$ cat config.mk
export PLATFORM = sky130hd
export DESIGN_NAME = cd_spi_csr_bridge
export DESIGN_NICKNAME = d
export VERILOG_FILES = /design/src/rtl/cd_spi_pkg.sv /design/src/rtl/cd_sync.sv /design/src/rtl/cd_spi_csr_bridge.sv
export SDC_FILE = /design/constraint.sdc
export NUM_CORES = 1
export LEC_CHECK = 0
export CAP_MARGIN = 20
export CORE_UTILIZATION = 60
export CTS_BUF_LIST = sky130_fd_sc_hd__clkbuf_8
export CTS_CLUSTER_SIZE = 25
export DETAILED_ROUTE_END_ITERATION = 8
export GPL_TIMING_DRIVEN = 0
export PLACE_DENSITY = 0.88
export SYNTH_ARGS = -nofsm -noshare
export SYNTH_HDL_FRONTEND = slang
export SYNTH_SLANG_ARGS = --single-unit
$ cat constraint.sdc
create_clock -name clk -period 3.44 [get_ports clk]
set_input_delay 0.688 -clock clk [delete_from_list [all_inputs] [get_ports clk]]
set_output_delay 0.688 -clock clk [all_outputs]
set_load 0.02 [all_outputs]
$ cat src/rtl/cd_spi_pkg.sv
// Shared definitions for the SPI-to-CSR bridge: FSM encoding, header
// field positions and the default synchronizer depth.
package cd_spi_pkg;

    localparam int SYNC_STAGES_DEFAULT = 2;

    // Header byte layout: bit 7 selects write, bits 4:0 carry the address.
    localparam int HDR_WR       = 7;
    localparam int HDR_ADDR_MSB = 4;
    localparam int HDR_ADDR_LSB = 0;

    typedef logic [1:0] state_t;

    localparam state_t ST_IDLE   = 2'd0;
    localparam state_t ST_HEADER = 2'd1;
    localparam state_t ST_DATA   = 2'd2;

endpackage

$ cat src/rtl/cd_sync.sv
// N-stage single-bit synchronizer with a selectable reset value so each
// SPI pin can come out of reset at its own idle level.
module cd_sync #(
    parameter int   STAGES    = 2,
    parameter logic RESET_VAL = 1'b0
) (
    input  logic clk,
    input  logic reset_n,
    input  logic d,
    output logic q
);

    logic [STAGES-1:0] chain;

    // Shift the asynchronous pin through the flop chain.
    always_ff @(posedge clk or negedge reset_n) begin
        if (!reset_n) begin
            chain <= {STAGES{RESET_VAL}};
        end else begin
            chain <= {chain[STAGES-2:0], d};
        end
    end

    assign q = chain[STAGES-1];

endmodule

$ cat src/rtl/cd_spi_csr_bridge.sv
// SPI mode-0 slave that turns a header byte plus data bytes into single-cycle
// CSR read/write strobes. Reads prefetch the next register value at every
// byte boundary so the first MISO bit is ready before the master's next edge.
module cd_spi_csr_bridge
    import cd_spi_pkg::*;
#(
    parameter int SYNC_STAGES = SYNC_STAGES_DEFAULT
) (
    input  logic       clk,
    input  logic       reset_n,
    input  logic       spi_sck,
    input  logic       spi_nss,
    input  logic       spi_mosi,
    output logic       spi_miso,
    output logic       spi_miso_oe,
    output logic       chip_select,
    output logic [4:0] csr_address,
    output logic       csr_read,
    input  logic [7:0] csr_readdata,
    output logic       csr_write,
    output logic [7:0] csr_writedata
);

    logic       sck_sync;
    logic       nss_sync;
    logic       mosi_sync;
    logic       sck_q;
    logic       sck_rise;
    logic       sck_fall;

    state_t     state;
    logic [2:0] bit_cnt;
    logic [7:0] rx_shift;
    logic [7:0] rx_next;
    logic [7:0] tx_shift;
    logic       is_write;
    logic [4:0] addr_q;
    logic [7:0] wdata_q;
    logic       read_q;
    logic       write_q;

    logic       byte_done;
    logic       start;
    logic       hdr_done;
    logic       data_done;

    cd_sync #(.STAGES(SYNC_STAGES), .RESET_VAL(1'b0)) u_sync_sck (
        .clk     (clk),
        .reset_n (reset_n),
        .d       (spi_sck),
        .q       (sck_sync)
    );

    cd_sync #(.STAGES(SYNC_STAGES), .RESET_VAL(1'b1)) u_sync_nss (
        .clk     (clk),
        .reset_n (reset_n),
        .d       (spi_nss),
        .q       (nss_sync)
    );

    cd_sync #(.STAGES(SYNC_STAGES), .RESET_VAL(1'b0)) u_sync_mosi (
        .clk     (clk),
        .reset_n (reset_n),
        .d       (spi_mosi),
        .q       (mosi_sync)
    );

    // One extra stage on the synchronized SCK for edge detection.
    always_ff @(posedge clk or negedge reset_n) begin
        if (!reset_n) begin
            sck_q <= 1'b0;
        end else begin
            sck_q <= sck_sync;
        end
    end

    assign sck_rise  = sck_sync & ~sck_q;
    assign sck_fall  = ~sck_sync & sck_q;
    assign rx_next   = {rx_shift[6:0], mosi_sync};
    assign byte_done = sck_rise && (bit_cnt == 3'd7);
    assign start     = (state == ST_IDLE) && !nss_sync;
    assign hdr_done  = (state == ST_HEADER) && byte_done && !nss_sync;
    assign data_done = (state == ST_DATA) && byte_done && !nss_sync;

    // Transaction FSM, bit counter and receive shifter; deselect aborts at once.
    always_ff @(posedge clk or negedge reset_n) begin
        if (!reset_n) begin
            state    <= ST_IDLE;
            bit_cnt  <= 3'd0;
            rx_shift <= 8'h00;
        end else if (nss_sync) begin
            state    <= ST_IDLE;
            bit_cnt  <= 3'd0;
        end else if (start) begin
            state    <= ST_HEADER;
            bit_cnt  <= 3'd0;
            rx_shift <= 8'h00;
        end else if ((state != ST_HEADER) && (state != ST_DATA)) begin
            state    <= ST_IDLE;
        end else if (sck_rise) begin
            rx_shift <= rx_next;
            bit_cnt  <= bit_cnt + 3'd1;
            if (hdr_done) begin
                state <= ST_DATA;
            end
        end
    end

    // Capture address and direction from the header; cleared per transaction.
    always_ff @(posedge clk or negedge reset_n) begin
        if (!reset_n) begin
            addr_q   <= 5'd0;
            is_write <= 1'b0;
        end else if (start) begin
            addr_q   <= 5'd0;
            is_write <= 1'b0;
        end else if (hdr_done) begin
            addr_q   <= rx_next[HDR_ADDR_MSB:HDR_ADDR_LSB];
            is_write <= rx_next[HDR_WR];
        end
    end

    // Strobes fire one clk after a byte completes; reads also prefetch after the header.
    always_ff @(posedge clk or negedge reset_n) begin
        if (!reset_n) begin
            read_q  <= 1'b0;
            write_q <= 1'b0;
            wdata_q <= 8'h00;
        end else begin
            read_q  <= (hdr_done && !rx_next[HDR_WR]) || (data_done && !is_write);
            write_q <= data_done && is_write;
            if (data_done && is_write) begin
                wdata_q <= rx_next;
            end
        end
    end

    // Transmit shifter: load on the read strobe, shift on falls inside a byte only.
    // The fall right after a byte's last rise is skipped so the freshly loaded
    // MSB is not lost before the master samples it.
    always_ff @(posedge clk or negedge reset_n) begin
        if (!reset_n) begin
            tx_shift <= 8'h00;
        end else if (start) begin
            tx_shift <= 8'h00;
        end else if ((state == ST_DATA) && !is_write) begin
            if (read_q) begin
                tx_shift <= csr_readdata;
            end else if (sck_fall && (bit_cnt != 3'd0)) begin
                tx_shift <= {tx_shift[6:0], 1'b0};
            end
        end
    end

    assign chip_select   = ~nss_sync;
    assign spi_miso_oe   = ~nss_sync;
    assign csr_read      = read_q & ~nss_sync;
    assign csr_write     = write_q & ~nss_sync;
    assign csr_address   = addr_q;
    assign csr_writedata = wdata_q;
    assign spi_miso      = ((state == ST_DATA) && !is_write && !nss_sync) ? tx_shift[7] : 1'b0;

endmodule
# Yosys cells after proc, flatten, opt, wreduce, memory -nomap -nowiden

Cells that the tools add are included.

$add $sub $neg: 1
Bitwise operators: 7
Equal/unequal tests: 7
Reduce and logical (&&, ||, !) cells: 30
Mux-type cells: 21

Operators by type and width:

| kind                  | number |
|---|---|
| $mux W8               | 4 |
| $mux W7               | 3 |
| $logic_and A1 B1 Y1   | 13 |
| $mux W3               | 4 |
| $mux W2               | 5 |
| $mux W5               | 2 |
| $reduce_bool A3 Y1    | 3 |
| $reduce_bool A4 Y1    | 2 |
| $reduce_and A2 Y1     | 3 |
| $reduce_bool A2 Y1    | 3 |
| $and A1 B1 Y1         | 4 |
| $ne A2 B2 Y1 const B  | 2 |
| $add A3 B1 Y3 const B | 1 |
| $eq A3 B3 Y1 const B  | 1 |
| $logic_not A1 Y1      | 3 |
| $mux W1               | 3 |
| $ne A3 B2 Y1 const B  | 1 |
| $not A1 Y1            | 3 |
| $reduce_and A3 Y1     | 1 |
| $eq A2 B1 Y1 const B  | 1 |
| $eq A2 B2 Y1 const B  | 1 |
| $logic_not A2 Y1      | 1 |
| $ne A2 B1 Y1 const B  | 1 |
| $logic_or A1 B1 Y1    | 1 |

Register bits after elaboration: 43
Output and inout bits: 18
Logic and storage cells: 79

# Longest topological paths before layout

Gate-level depths: netlist of run 1.

Word-level depth: 10
Gate-level depth with buffers: 6
Mapped depth without buffers: 5

# By module

A second synthesis of run 1 with hierarchy kept.

Cell total of the unflattened synthesis: 178
Area total of the unflattened synthesis: 2010.7 um^2

Modules (own cells, without submodules):

| module                     | area each (um^2) | instances | cells each | sequential area each (um^2) |
|---|---|---|---|---|
| cd_spi_csr_bridge          | 1858.0           | 1         | 172        | 925.9 |
| cd_sync at u_sync_mosi ... | 50.0             | 2         | 2          | 50.0 |
| cd_sync at u_sync_nss      | 52.6             | 1         | 2          | 52.6 |

# Worst setup path before layout of run 1

No wires, ideal clock.

Kind: register -> output
Start: reg state[0]
End: out spi_miso
Data required time: 2.752 ns
Arrival: 1.394 ns
Slack: 1.358 ns
Stages on the path, launching flop included: 6
Cells stage by stage: dfrtp_1 -> inv_1 -> ha_1 -> nand2b_1 -> clkbuf_1 -> nor3b_1

Longest elaborated chain between the ends: 4

RTL lines:

| item                             | RTL line                 | source |
|---|---|---|
| start, declared                  | cd_spi_csr_bridge.sv:31  | `state_t state;` |
| start signal, assigned           | cd_spi_csr_bridge.sv:88  | `state <= ST_IDLE;` |
| start signal, assigned           | cd_spi_csr_bridge.sv:92  | `state <= ST_IDLE;` |
| start signal, assigned           | cd_spi_csr_bridge.sv:95  | `state <= ST_HEADER;` |
| $eq A2 B2 Y1                     | cd_spi_csr_bridge.sv:161 | `assign spi_miso = ((state == ST_DATA) && !is_write && !nss_sync) ? tx_shift[7] : 1'b0;` |
| $logic_and A1 B1 Y1 (2 in a row) | cd_spi_csr_bridge.sv:161 |  |
| $mux W1                          | cd_spi_csr_bridge.sv:161 |  |
| end, declared                    | cd_spi_csr_bridge.sv:14  | `output logic spi_miso,` |

No other way between the ends.

# Worst setup path after layout of run 1

Same ends and word-level chain as after synthesis.

==> impl_metrics.json, run 1 <==
{
  "gp_congestion": 0.8682,
  "die_area_um2": 3669,
  "min_path_type": "reg -> reg",
  "relSlewSlack": 0.3835,
  "synth_nets": 199,
  "yosysSeqAreaShare": 0.5240,
  "post_cts_buffers": 0,
  "vias": 1577,
  "grt_pass1_vias": 1552,
  "drt_iter0_markers": 230,
  "post_drt_wl_per_cell_um": 16.52,
  "cp-end-kind": "output pin",
  "whs_ns": 0.3522,
  "slowest_stage": "clkdlybuf4s50_1",
  "max_cap_violations": 0,
  "clock-sinks": 43,
  "yosysWarnings": 0,
  "grt_max_degree": 44,
  "ir_drop_mv": 0.3389,
  "final.setup.tns_ns": 0,
  "hold_buffers": 0,
  "p_leak_nw": 1.119,
  "antenna_found_initial": 0,
  "wirelength_um": 4328,
  "clkTransAtPathRegs_ns": 0.08,
  "p_per_area_nw_per_um2": 422.4,
  "htreeDepth": 2,
  "synth_top_area_share": 0.4985,
  "critPathBufInv": 3,
  "clock_skew_ns": 0.006689,
  "finalSetupViolCount": 0,
  "status": "complete, no violations",
  "final_common_cell": "dfrtp_1",
  "finalInstanceArea_um2": 2541,
  "firstDrtPassIters": 4,
  "hpwl_um": 2968,
  "synthToLayoutAreaGrowth_pct": 23.47,
  "crit_type": "reg -> out",
  "critPathArrivalTime_ns": 2.15,
  "fin_crit_sh": 0.8251,
  "rows": 20,
  "drive_gt1_frac": 0.1376,
  "ys_seq_elements": 43,
  "cts_tree": "done",
  "placed_cell_area_um2": 2409,
  "syn_inst": 180,
  "cts_made_buffers": 5,
  "tightest_slew_ns": 0.9247,
  "fp.coreArea_um2": 3153,
  "io_buffers": 30,
  "cts_buffer_depth": 2,
  "fmax_ghz": 0.3523,
  "root_buffer": "clkbuf_8",
  "grt-ovfl-total": 0,
  "syn_avg_cell_area_um2": 11.43,
  "clk-insertion-delay-late_ns": 0.29,
  "cp.required_ns": 2.75,
  "cts-resized-gates": 0,
  "start_util": 0.6528,
  "critical_path.top_delay_family": "buffers and inverters",
  "netlist_area_um2": 2058,
  "yosysUniqueCellTypes": 36,
  "io_pins": 31,
  "grt_usage": 0.2769,
  "final_cell_mix": "dfrtp_1 (41), clkdlybuf4s50_1 (29), a21oi_1 (15), nor2b_1 (10)",
  "dieWidth_um": 60.57,
  "final-hold-violation-count": 0,
  "ys_top_cells_by_area": "dfrtp_1 (50%), mux2_4 (5.8%), a21oi_1 (3.6%), ha_1 (3.6%), and4b_1 (3.4%)",
  "dieHeight_um": 60.57,
  "rsz0062_at_grt": "false",
  "cp-start-kind": "flip-flop",
  "slew_viol_final": 0,
  "critPathMaxStageDelay_ns": 0.63,
  "period_needed_ns": 2.838,
  "synth_largest_area_cell": "dfrtp_1",
  "cp_cell_sequence": "inv_1 > ha_1 > nand2b_1 > clkbuf_1 > nor3b_1 > clkdlybuf4s50_1",
  "cp_max_fo": 10,
  "via_per_inst": 6.019,
  "drtAntennaViolNets": 0,
  "antenna_cells": 0,
  "final_nets": 236,
  "grt_pass1_wl_um": 7210,
  "drc": 0
}
==> final timing paths <==
check	start	endpoint	slack (ns)	cells past startpoint
setup / recovery	state[0]	spi_miso	0.60	6
hold / removal	u_sync_sck.chain[0]	u_sync_sck.chain[1]	0.35	0
setup reg to reg	state[1]	rx_shift[4]	1.55	5
hold reg to reg	u_sync_sck.chain[0]	u_sync_sck.chain[1]	0.35	0
max in group asynchronous	reset_n	sck_q	2.34	1
min in group asynchronous	reset_n	tx_shift[5]	0.52	1
==> metrics by stage <==
stage | power (mW) | util | worst slack, ns | instances
after CTS | 1.079 | 0.8060 | 0.5880 | 262
after global placement | 0.6241 | 0.7655 | 0.6799 | 254
after global routing | 1.109 | 0.8060 | 0.4956 | 262
final | 1.073 | 0.8060 | 0.6017 | 262
after detailed placement | 0.6288 | 0.7639 | 0.9736 | 254
after floorplan | 0.5877 | - | 1.358 | 180
==> kinds of logic (layout without fill, tap and decap cells) <==
kind of cell,after synthesis,in the layout,share of synthesized area
buffers and inverters,23,61,0.04802
muxes,16,16,0.1003
xor gates and xnor gates,1,1,0.004256
and+or+nand+nor,49,49,0.1666
DFF,43,43,0.5240
adders and majority gates,6,6,0.03647
AOI/OAI and AO/OA,42,42,0.1204
==> final cells by class <==
type	instances	area (um2)
Sequential cell	43	1079
Multi-Input combinational cell	114	880.8
Tap cell	44	55.05
Buffer	14	65.06
Timing Repair Buffer	30	295.3
Clock buffer	5	68.82
Inverter	9	33.78
Clock inverter	3	63.81
Fill cell	192	611.8
==> synthesized netlist by cell type <==
cell type	number
mux2_2	5
ha_1	6
dfstp_2	2
nand3b_2	1
nor2b_1	10
buf_6	1
nor3b_1	1
nor3_1	3
nand2b_1	3
clkbuf_1	9
o211ai_1	9
clkinv_1	1
inv_1	8
and4bb_4	1
a31oi_1	8
nand3_1	7
and4_1	1
mux2i_1	3
nand4bb_1	1
buf_2	1
buf_1	2
nand2_1	3
and3_1	1
mux2_4	8
and4b_1	7
xnor2_1	1
o21ai_0	8
a21oi_1	15
a21oi_2	1
nor3b_2	1
buf_4	1
nand4_1	7
nor2_1	1
nand4b_1	1
dfrtp_1	41
o22ai_1	1
==> state kept, by name, indices dropped and copies added (netlist names) <==
name,cells
u_sync_sck.chain,2
u_sync_nss.chain,2
csr_address,5
is_write,1
u_sync_mosi.chain,2
state,2
read_q,1
write_q,1
sck_q,1
tx_shift,8
csr_writedata,8
bit_cnt,3
rx_shift,7
==> layer usage <==
layer / part of all wire / global-route usage / wire length (um) / up-vias
met3: 0.056 / 0.05970 / 242 / 10
met5: 0 / 0 / 0 / -
met1: 0.42 / 0.3539 / 1833 / 769
met2: 0.50 / 0.4490 / 2163 / 74
met4: 0.020 / 0.1364 / 88 / 0
li1: - / - / - / 724
==> where the power goes <==
group / internal [mW] / leakage, nW / switching, mW
clock: 0.287 / 0.0695 / 0.167
combinational: 0.0376 / 0.472 / 0.0431
sequential: 0.522 / 0.577 / 0.0163
Note: power is estimated with default switching activity, not from simulation.
==> run 2: changes to the inputs <==
CORE_UTILIZATION = 50   (was 60)
PLACE_DENSITY = 0.79   (was 0.88)
clock period = 2.3 ns   (was 3.44 ns; I/O delays follow)
==> run 2 against run 1 <==
Final cell count rose by 2.3%. Count of clock-buffer cells in the layout did not move. Routed wire length rose by 1.3%. Clock skew fell by 0.0025 ns. Critical endpoint unchanged.
==> impl_metrics.json, run 2 (same netlist as run 1, synthesis figures left out) <==
{
  "status": "complete, no violations",
  "dp_cells": 259,
  "power_mw": 1.390,
  "drc": 0,
  "clock-sinks": 43,
  "drt_iter0_markers": 115,
  "max_cap_violations": 0,
  "min_path_type": "in -> async",
  "clkTransAtPathRegs_ns": 0.08,
  "cts_buffer_depth": 2,
  "root_buffer": "clkbuf_8",
  "p_per_area_nw_per_um2": 547.4,
  "grt_pass1_vias": 1575,
  "relSlewSlack": 0.6654,
  "htreeDepth": 2,
  "fmax_ghz": 0.4644,
  "final-hold-violation-count": 0,
  "grt_pass1_wl_um": 7148,
  "critical_path.top_delay_family": "buffers and inverters",
  "slowest_stage": "dfrtp_1",
  "dieHeight_um": 66.16,
  "via_per_inst": 5.884,
  "hpwl_um": 3081,
  "clock_skew_ns": 0.004206,
  "p_int_mw": 1.053,
  "grt_usage": 0.2216,
  "worstRegToRegCells": 5,
  "cp.depth": 6,
  "cts_made_buffers": 5,
  "cp-end-kind": "output pin",
  "hold_buffers": 0,
  "final_nets": 238,
  "fin_crit_sh": 0.9362,
  "critPathMaxStageDelay_ns": 0.41,
  "dieWidth_um": 66.16,
  "pre_cts_ws_ns": 0.05388,
  "period_needed_ns": 2.153,
  "clkPwrFrac": 0.329,
  "ir_drop_mv": 0.4145,
  "io_pins": 31,
  "cp-start-kind": "flip-flop",
  "cp_max_fo": 10,
  "grt-ovfl-total": 0,
  "crit_type": "reg -> out",
  "die_area_um2": 4377,
  "firstDrtPassIters": 4,
  "cp_cell_sequence": "inv_1 > ha_1 > nand2b_1 > clkbuf_1 > nor3b_1 > clkbuf_2",
  "slew_viol_final": 0,
  "final_cell_count_no_fill": 268,
  "clk-insertion-delay-late_ns": 0.29,
  "cts_tree": "done",
  "rows": 22,
  "rsz0062_at_grt": "false",
  "p_leak_nw": 1.120,
  "wirelength_um": 4385,
  "vias": 1577,
  "antenna_found_initial": 0,
  "critPathBufInv": 3,
  "drive_gt1_frac": 0.1682,
  "tightest_slew_ns": 0.5019,
  "drtAntennaViolNets": 0,
  "final_common_cell": "dfrtp_1",
  "setup_ws_ns": 0.1468,
  "antenna_cells": 0,
  "post_drt_wl_per_cell_um": 16.36,
  "swShare": 0.2423,
  "power_frac_comb": 0.092,
  "start_util": 0.5418,
  "grt_max_degree": 24,
  "gp_congestion": 0.8674,
  "cp.required_ns": 1.84,
  "io_buffers": 30,
  "fp.coreArea_um2": 3799,
  "final.setup.tns_ns": 0,
  "final_cell_mix": "dfrtp_1 (40), clkdlybuf4s50_1 (28), a21oi_1 (15), nor2b_1 (10)",
  "finalSetupViolCount": 0,
  "power_frac_seq": 0.579,
  "synthToLayoutAreaGrowth_pct": 23.34,
  "p_sw_uw": 336.7,
  "critPathArrivalTime_ns": 1.69
}
run 2: layer usage:
metal,global-route usage,wire length (um)
met4,0.08777,51
met2,0.3776,2235
met3,0.05862,261
met5,0,0
met1,0.2653,1837
run 2: timing repair:
action	4_1_cts	5_1_grt
gates resized for setup	2	4
setup buffers	0	3
setup endpoints to repair	5	3
run 2: path summary, 6_finish.rpt:
path,start,to,slack (ns)
worst max-delay path,state[0],spi_miso,0.15
worst min-delay path,reset_n,bit_cnt[2],0.12
worst max register to register,state[0],rx_shift[2],0.42
worst min register to register,u_sync_nss.chain[0],u_sync_nss.chain[1],0.36
max in group asynchronous,reset_n,read_q,1.69
min in group clk,u_sync_nss.chain[0],u_sync_nss.chain[1],0.36
run 2: area by class of cell:
cell class	instances	area [um2]
inverter	9	35.03
sequential	43	1080
timing repair buffer	34	340.3
fill	283	1260
buffer	12	57.56
clock inverter	3	16.27
clock buffer	5	68.82
tap	48	60.06
multi-input combinational	114	880.8
run 2: per-stage QoR:
step	hold slack, ns	instance area [um2]	utilization
after global placement	0.3317	2419	0.6367
after detailed placement	0.3413	2441	0.6426
final	0.1214	2539	0.6683
after CTS	0.1292	2519	0.6630
after floorplan	0.1644	2058	-
after global routing	0.1567	2539	0.6683
run 2: power groups by stage:
stage | combinational [mW] | sequential [mW] | clock (mW)
final | 0.128 | 0.805 | 0.457
after global routing | 0.141 | 0.809 | 0.497
after CTS | 0.124 | 0.807 | 0.471
after detailed placement | 0.126 | 0.819 | 0
after global placement | 0.117 | 0.817 | 0
after floorplan | 0.0676 | 0.811 | 0
==> run 3: changes to the inputs <==
ABC_AREA = 0   (was not set)
==> results of run 3 <==
Final layout, timing and power as in run 2 (identical DEF).
